File: src/rtl/rdout_pkg.sv
// Readout sequencer shared definitions: state encoding and
// default phase lengths for the SCA block readout.
`timescale 1ns/1ps
package rdout_pkg;

   typedef enum logic [3:0] {
      S_IDLE,
      S_ALIGN,
      S_DATA,
      S_GAP,
      S_LAST,
      S_PAUSE,
      S_HDR,
      S_HGAP,
      S_TRL,
      S_TGAP
   } state_t;

   localparam int DEF_BLKCYC = 96;
   localparam int DEF_GAPCYC = 6;
   localparam int DEF_HDRCYC = 18;
   localparam int DEF_TRLCYC = 48;
   localparam int DEF_NBLK   = 4;

   // Phase counters are loaded with length-1 and run down to 0.
   function automatic logic [7:0] ld(input int n);
      return 8'(n - 1);
   endfunction

endpackage

File: src/rtl/crc_chk_dly.sv
// CRC word enable and send-check strobe derived from the
// PUSH/XLOAD stream; XLOAD bursts never enter the pipe.
`timescale 1ns/1ps
module crc_chk_dly (
   input  logic CLK,
   input  logic RST_B,
   input  logic CLR,
   input  logic PUSH,
   input  logic XLOAD,
   output logic OECRC,
   output logic SENDCHECK
);

   logic       pre;
   logic [5:0] sp_d, sp_q;
   logic [2:0] sc_d, sc_q;

   assign pre       = PUSH & ~XLOAD;
   assign OECRC     = ~PUSH & sp_q[5];
   assign SENDCHECK = sc_q[2];

   always_comb begin
      sp_d = {sp_q[4:0], pre};
      sc_d = {sc_q[1:0], OECRC};
      if (CLR) begin
         sp_d = '0;
         sc_d = '0;
      end
   end

   always_ff @(posedge CLK or negedge RST_B) begin
      if (!RST_B) begin
         sp_q <= '0;
         sc_q <= '0;
      end else begin
         sp_q <= sp_d;
         sc_q <= sc_d;
      end
   end

endmodule

File: src/rtl/rdout_seq.sv
// Event readout sequencer: NBLK data blocks with gaps, end marker,
// then header and trailer XLOAD bursts, with the CRC strobe pipe.
`timescale 1ns/1ps
module rdout_seq
   import rdout_pkg::*;
#(
   parameter int NBLK   = DEF_NBLK,
   parameter int BLKCYC = DEF_BLKCYC,
   parameter int GAPCYC = DEF_GAPCYC,
   parameter int HDRCYC = DEF_HDRCYC,
   parameter int TRLCYC = DEF_TRLCYC
) (
   input  logic CLK,
   input  logic RST_B,
   input  logic START,
   input  logic PH150,
   input  logic ABORT,
   output logic PUSH,
   output logic XLOAD,
   output logic LASTWORD,
   output logic OECRC,
   output logic SENDCHECK,
   output logic BUSY,
   output logic DONE
);

   localparam logic [7:0] L_BLK   = ld(BLKCYC);
   localparam logic [7:0] L_GAP   = ld(GAPCYC);
   localparam logic [7:0] L_GAP2  = ld(2 * GAPCYC);
   localparam logic [7:0] L_HDR   = ld(HDRCYC);
   localparam logic [7:0] L_TRL   = ld(TRLCYC);
   localparam logic [3:0] LASTBLK = 4'(NBLK - 1);

   state_t     state_d, state_q;
   logic [7:0] cnt_d, cnt_q;
   logic [3:0] blk_d, blk_q;
   logic       push_d, push_q;
   logic       xload_d, xload_q;
   logic       lw_d, lw_q;
   logic       busy_d, busy_q;
   logic       done_d, done_q;
   logic       zero;

   assign zero = (cnt_q == 8'd0);

   always_comb begin
      state_d = state_q;
      cnt_d   = zero ? 8'd0 : cnt_q - 8'd1;
      blk_d   = blk_q;
      done_d  = 1'b0;
      if (ABORT) begin
         state_d = S_IDLE;
         cnt_d   = '0;
         blk_d   = '0;
      end else begin
         unique case (state_q)
            S_IDLE:
               if (START) state_d = S_ALIGN;
            S_ALIGN:
               if (PH150) begin
                  state_d = S_DATA;
                  cnt_d   = L_BLK;
                  blk_d   = '0;
               end
            S_DATA:
               if (zero) begin
                  state_d = (blk_q < LASTBLK) ? S_GAP : S_LAST;
                  cnt_d   = L_GAP;
               end
            S_GAP:
               if (zero) begin
                  state_d = S_DATA;
                  cnt_d   = L_BLK;
                  blk_d   = blk_q + 4'd1;
               end
            S_LAST:
               if (zero) begin
                  state_d = S_PAUSE;
                  cnt_d   = L_GAP2;
               end
            S_PAUSE:
               if (zero) begin
                  state_d = S_HDR;
                  cnt_d   = L_HDR;
               end
            S_HDR:
               if (zero) begin
                  state_d = S_HGAP;
                  cnt_d   = L_GAP2;
               end
            S_HGAP:
               if (zero) begin
                  state_d = S_TRL;
                  cnt_d   = L_TRL;
               end
            S_TRL:
               if (zero) begin
                  state_d = S_TGAP;
                  cnt_d   = L_GAP;
               end
            S_TGAP:
               if (zero) begin
                  state_d = S_IDLE;
                  done_d  = 1'b1;
               end
            default:
               state_d = S_IDLE;
         endcase
      end
      // Outputs are registered decodes of the state being entered.
      push_d  = state_d inside {S_DATA, S_HDR, S_TRL};
      xload_d = state_d inside {S_HDR, S_TRL};
      lw_d    = (state_d == S_LAST);
      busy_d  = (state_d != S_IDLE);
   end

   always_ff @(posedge CLK or negedge RST_B) begin
      if (!RST_B) begin
         state_q <= S_IDLE;
         cnt_q   <= '0;
         blk_q   <= '0;
         push_q  <= 1'b0;
         xload_q <= 1'b0;
         lw_q    <= 1'b0;
         busy_q  <= 1'b0;
         done_q  <= 1'b0;
      end else begin
         state_q <= state_d;
         cnt_q   <= cnt_d;
         blk_q   <= blk_d;
         push_q  <= push_d;
         xload_q <= xload_d;
         lw_q    <= lw_d;
         busy_q  <= busy_d;
         done_q  <= done_d;
      end
   end

   assign PUSH     = push_q;
   assign XLOAD    = xload_q;
   assign LASTWORD = lw_q;
   assign BUSY     = busy_q;
   assign DONE     = done_q;

   crc_chk_dly u_crc (
      .CLK       (CLK),
      .RST_B     (RST_B),
      .CLR       (ABORT),
      .PUSH      (push_q),
      .XLOAD     (xload_q),
      .OECRC     (OECRC),
      .SENDCHECK (SENDCHECK)
   );

endmodule

File: config.mk
export PLATFORM = sky130hd
export DESIGN_NAME = rdout_seq
export DESIGN_NICKNAME = d
export VERILOG_FILES = /design/src/rtl/rdout_pkg.sv /design/src/rtl/crc_chk_dly.sv /design/src/rtl/rdout_seq.sv
export SDC_FILE = /design/constraint.sdc
export NUM_CORES = 1
export LEC_CHECK = 0
export CAP_MARGIN = 40
export CORE_MARGIN = 5
export CORE_UTILIZATION = 40
export CTS_BUF_LIST = sky130_fd_sc_hd__clkbuf_4
export DETAILED_ROUTE_END_ITERATION = 7
export GPL_TIMING_DRIVEN = 0
export SKIP_LAST_GASP = 1
export SYNTH_ARGS = -nofsm -noshare
export SYNTH_HDL_FRONTEND = slang
export SYNTH_SLANG_ARGS = --single-unit
File: constraint.sdc
create_clock -name CLK -period 6.7 [get_ports CLK]
set_clock_uncertainty 0.2 [all_clocks]
set_input_delay 1.34 -clock CLK [delete_from_list [all_inputs] [get_ports CLK]]
set_output_delay 1.34 -clock CLK [all_outputs]
set_load 0.1 [all_outputs]
Yosys cells after proc, flatten, opt, wreduce, memory -nomap -nowiden:

Index checks and enable logic that the tools add are counted.

* bits in registers: 30
* bits of input ports: 5
* output and inout port bits: 7
* logic and storage cells: 72

* add/subtract/negate cells: 2
* $lt $le $gt $ge: 1
* equal/unequal tests: 15
* muxes and demuxes: 31
* bitwise gates (word level): 4
* reductions and logical operators: 9

Operators with widths (number)
* two-way mux 8 bit: 8
* two-way mux 4 bit: 14
* case mux 8 bit (6 select lines): 1
* case mux 4 bit (10 select lines): 1
* == test 4 x 3 -> 1 bit, second input constant: 6
* == test 4 x 2 -> 1 bit, second input constant: 3
* == test 4 bit, second input constant: 3
* zero test 8 bit: 1
* case mux 4 bit (2 select lines): 1
* subtractor 8 x 1 -> 8 bit, second input constant: 1
* two-way mux 3 bit: 2
* two-way mux 6 bit: 1
* != test 3 bit, second input constant: 2
* nonzero test 3 bit: 2
* adder 4 x 1 -> 4 bit, second input constant: 1
* == test 4 x 1 -> 1 bit, second input constant: 1
* zero test 4 bit: 1
* less-than comparator 4 x 2 -> 1 bit, second input constant: 1
* nonzero test 4 bit: 1
* OR reduction 2 bit: 2
* two-way mux 1 bit: 3
* AND reduction 3 bit: 1
* AND 1 bit: 2
* inverter 1 bit: 2
* nonzero test 2 bit: 1

Logic depth before layout (Yosys ltp):

* word-level depth: 7
* depth in mapped cells: 8

Hierarchy:

A second synthesis with hierarchy kept.

* cells, all modules: 170
* area total of the unflattened synthesis: 1639.1 um^2

By module, submodules not included
* rdout_seq: times used 1, cells an instance 151, area an instance 1338.8 um^2
* crc_chk_dly: times used 1, cells an instance 19, area an instance 300.3 um^2

Least setup slack after synthesis:

OpenSTA, ideal clock, no wires.

* path kind: reg-to-output
* start: register push_q (netlist: PUSH)
* end: output port OECRC
* arrival time: 2238 ps
* required time: 5160 ps
* path slack: 2922 ps
* cell stages (with the launch flop): 2
* cell sequence: dfrtp_1 -> nor2b_1

* cells in the longest elaborated chain, start to end: 2

RTL lines
* start: declaration: RTL line rdout_seq.sv:37 `logic push_d, push_q;`
* start signal: assignment: RTL line rdout_seq.sv:131 `push_q <= push_d;`
* inverter 1 bit: RTL line crc_chk_dly.sv:19 `assign OECRC = ~PUSH & sp_q[5];`
* AND 1 bit: RTL line crc_chk_dly.sv:19
* end: declaration: RTL line rdout_seq.sv:21 `output logic OECRC,`

No other way between the ends.

Worst setup path in the final report:

Ends and elaborated chain as after synthesis.

==> flow_summary_export.csv <==
group,metric,value,unit
routing,drc,0,
routing,dr.pass1.iters,4,
power_and_ir_drop,power.leakage,0.903,nW
floorplan,core_region_area,3740,sq um
sta,fin_hold_ws,0.226,ns
sta,fin_ws,3.55,ns
sta,slew_headroom,48.8,%
clock_network,post-cts-setup-buffers,0,
final_layout,final_layout_size_suffix_gt1_share,16.0,%
critical_path,crit_path_end_kind,"output port",
synth,syn_area_per_cell,9.84,sq um
routing,wl_per_cell,15.1,um
clock_network,clkTransAtPathRegs,0.09,ns
sta,finalSetupTns,0,ns
global_routing,antenna_found_initial,0,
synth,synth_ff_type,"dfrtp_1",
power_and_ir_drop,p_per_area,378,nW/um^2
clock_network,cts_sinks,30,
synth,synth_top_area_share,47.4,%
global_routing,grt_pass1_vias,1349,
critical_path,rr_endpoint,"BUSY",
floorplan,die_h,72.9,um
synth,ys_seq_elements,30,
critical_path,r2r_cells,8,
critical_path,r2r_slack,4.07,ns
final_layout,fin_nets,195,
placement,postPlaceCellArea,1890,sq um
sta,timing.fmax,317,MHz
placement,pre_cts_ws,3.33,ns
power_and_ir_drop,finalPower,0.751,mW
clock_network,cts-root-buf,"clkbuf_4",
synth,synth_edf_count,0,
clock_network,clockBufferDepth,2,
critical_path,crit_path_max_fanout,3,
floorplan,die_area,5320,sq um
routing,vias,1312,
synth,yosysUniqueCellTypes,48,
sta,hold_viol_final,0,
floorplan,num_rows,22,
synth,yosysTopAreaCell,"dfrtp_1",
clock_network,cts_hold_buf,0,
synth,synthCells,161,
synth,yosys-top-cells-area,"dfrtp_1, a21oi_1, nor2b_1, xnor2_1, ha_1",
critical_path,cp.arrival,1.61,ns
sta,slew_viol_final,0,
worst_hold_path,holdCritStartpoint,"XLOAD",
routing,routed_wl,3570,um
synth,synth_most_common_cell,"dfrtp_1",
synth,syn_nets,169,
power_and_ir_drop,ir_worst_vdd,0.175,mV
sta,grt_setup_unrepaired,"no",
routing,drtIter0Drc,64,
global_routing,grt_max_degree,17,
synth,synthArstFlopShare,100,%
critical_path,critPathKind,"flip-flop to output port",
worst_hold_path,hold-path-endpoint,"u_crc.sp_q[0]",
synth,synth_sequential_area_ratio,47.4,%
clock_network,tritoncts,"yes",
sta,finalSetupViolCount,0,
run,cap_violations,0,
final_layout,postLayoutCoreUtil,53.1,%
routing,vias_per_cell,5.56,
worst_hold_path,holdPathStages,1,
final_layout,areaGrowthSynthToFinish,25.5,%
synth,ys_top_cells_by_count,"dfrtp_1, a21oi_1, nor2_1, nor2b_1",
final_layout,diodes,0,
routing,drtAntennaViolNets,0,
final_layout,final.fill_count,353,
global_routing,grt_usage,15.6,%
placement,place_hpwl,2650,um
floorplan,die_w,72.9,um
critical_path,worstSetupStartpointType,"flip-flop",
critical_path,crit_path_start,"PUSH",
clock_network,numCtsBuffers,5,
outcome,outcome,"completed",
synth,yosys_warnings,0,
final_layout,stdcell_count,236,
placement,portBuffers,11,
clock_network,htreeDepth,2,
clock_network,clk_latency,0.33,ns
synth,synth_area,1580,sq um
sta,finalCriticalPeriod,3.15,ns
floorplan,initial_core_util,42.3,%
sta,fin_crit_sh,47.0,%
critical_path,reg2reg_from,"cnt_q[0]",
worst_hold_path,hold_path.class,"flip-flop to flip-flop",
floorplan,io_pins,12,
placement,dp.cells,228,
final_layout,stdcell_area,1990,sq um
placement,gp_congestion,0.872,
global_routing,gr-total-overflow,0,
critical_path,required,5.16,ns
clock_network,cts_resized,0,
global_routing,grt_pass1_wl,6340,um
sta,worstMarginPinSlew,0.765,ns
-- report_power, final --
group / internal (mW) / total, mW / leakage [nW] / switching [mW]
Clock: 0.115 / 0.178 / 0.0528 / 0.0626
Sequential: 0.209 / 0.238 / 0.408 / 0.0287
Combinational: 0.132 / 0.335 / 0.442 / 0.203
Total: 0.456 / 0.751 / 0.903 / 0.294
-- area by class of cell --
class	count	area (sq um)	area share (%)
Buffer	9	35.0	1.76
Clock buffer	5	37.5	1.89
Clock inverter	3	63.8	3.21
Inverter	9	33.8	1.70
Multi-Input combinational cell	113	764	38.5
Sequential cell	30	751	37.8
Tap cell	48	60.1	3.02
Timing Repair Buffer	19	243	12.2
-- metal layers --
metal  up-vias  share of wire [%]  GRT usage, %  wire, um
li1        629                  -             -         -
met1       640                 44          19.8      1560
met2        35                 49          25.4      1740
met3         8                5.5          3.17       196
met4         0                2.0          6.97        72
met5         -                  0             0         0
-- worst max-delay path by stage --
stage / endpoint / slack (ns) / depth (start not counted)
5_1_grt: OECRC / 3.46 / 3
3_3_place_gp: BUSY / 3.35 / 7
2_1_floorplan: OECRC / 2.92 / 1
4_1_cts: OECRC / 3.52 / 3
6_report: OECRC / 3.55 / 3
3_5_place_dp: BUSY / 3.33 / 7
-- critical path, cell delays in order, from the launching register on --
cell             delay [ns]
dfrtp_1                0.40
nor2b_1                0.15
clkdlybuf4s50_1        0.53
buf_8                  0.20
-- logic make-up after synthesis --
| group | Yosys count | share of synthesized area (%) |
|---|---|---|
| AOI/OAI and AO/OA | 41 | 17.4 |
| xor gates and xnor gates | 8 | 4.42 |
| adders and majority gates | 3 | 2.37 |
| buffers and inverters | 18 | 4.34 |
| DFF | 30 | 47.4 |
| muxes | 2 | 1.26 |
| and+or+nand+nor | 59 | 22.8 |
-- registers in the layout, indices dropped and copies added (netlist names) --
name / flops
LASTWORD: 1
cnt_q: 8
u_crc.sp_q: 6
XLOAD: 1
DONE: 1
blk_q: 4
state_q: 4
u_crc.sc_q: 3
PUSH: 1
BUSY: 1
-- layout by cell type (no fill, tap or decap), drive strengths merged, types with 4 or more instances in the layout --
cell type	count
inv	9
dfrtp	30
nor2b	9
a21oi	13
clkbuf	13
nor3	5
and3	4
nand3	5
nand2	6
o21ai	7
clkdlybuf4s50	11
buf	9
nor3b	4
nor2	9
xnor2	5
nor4	6
(Power assumes the default switching activity.)
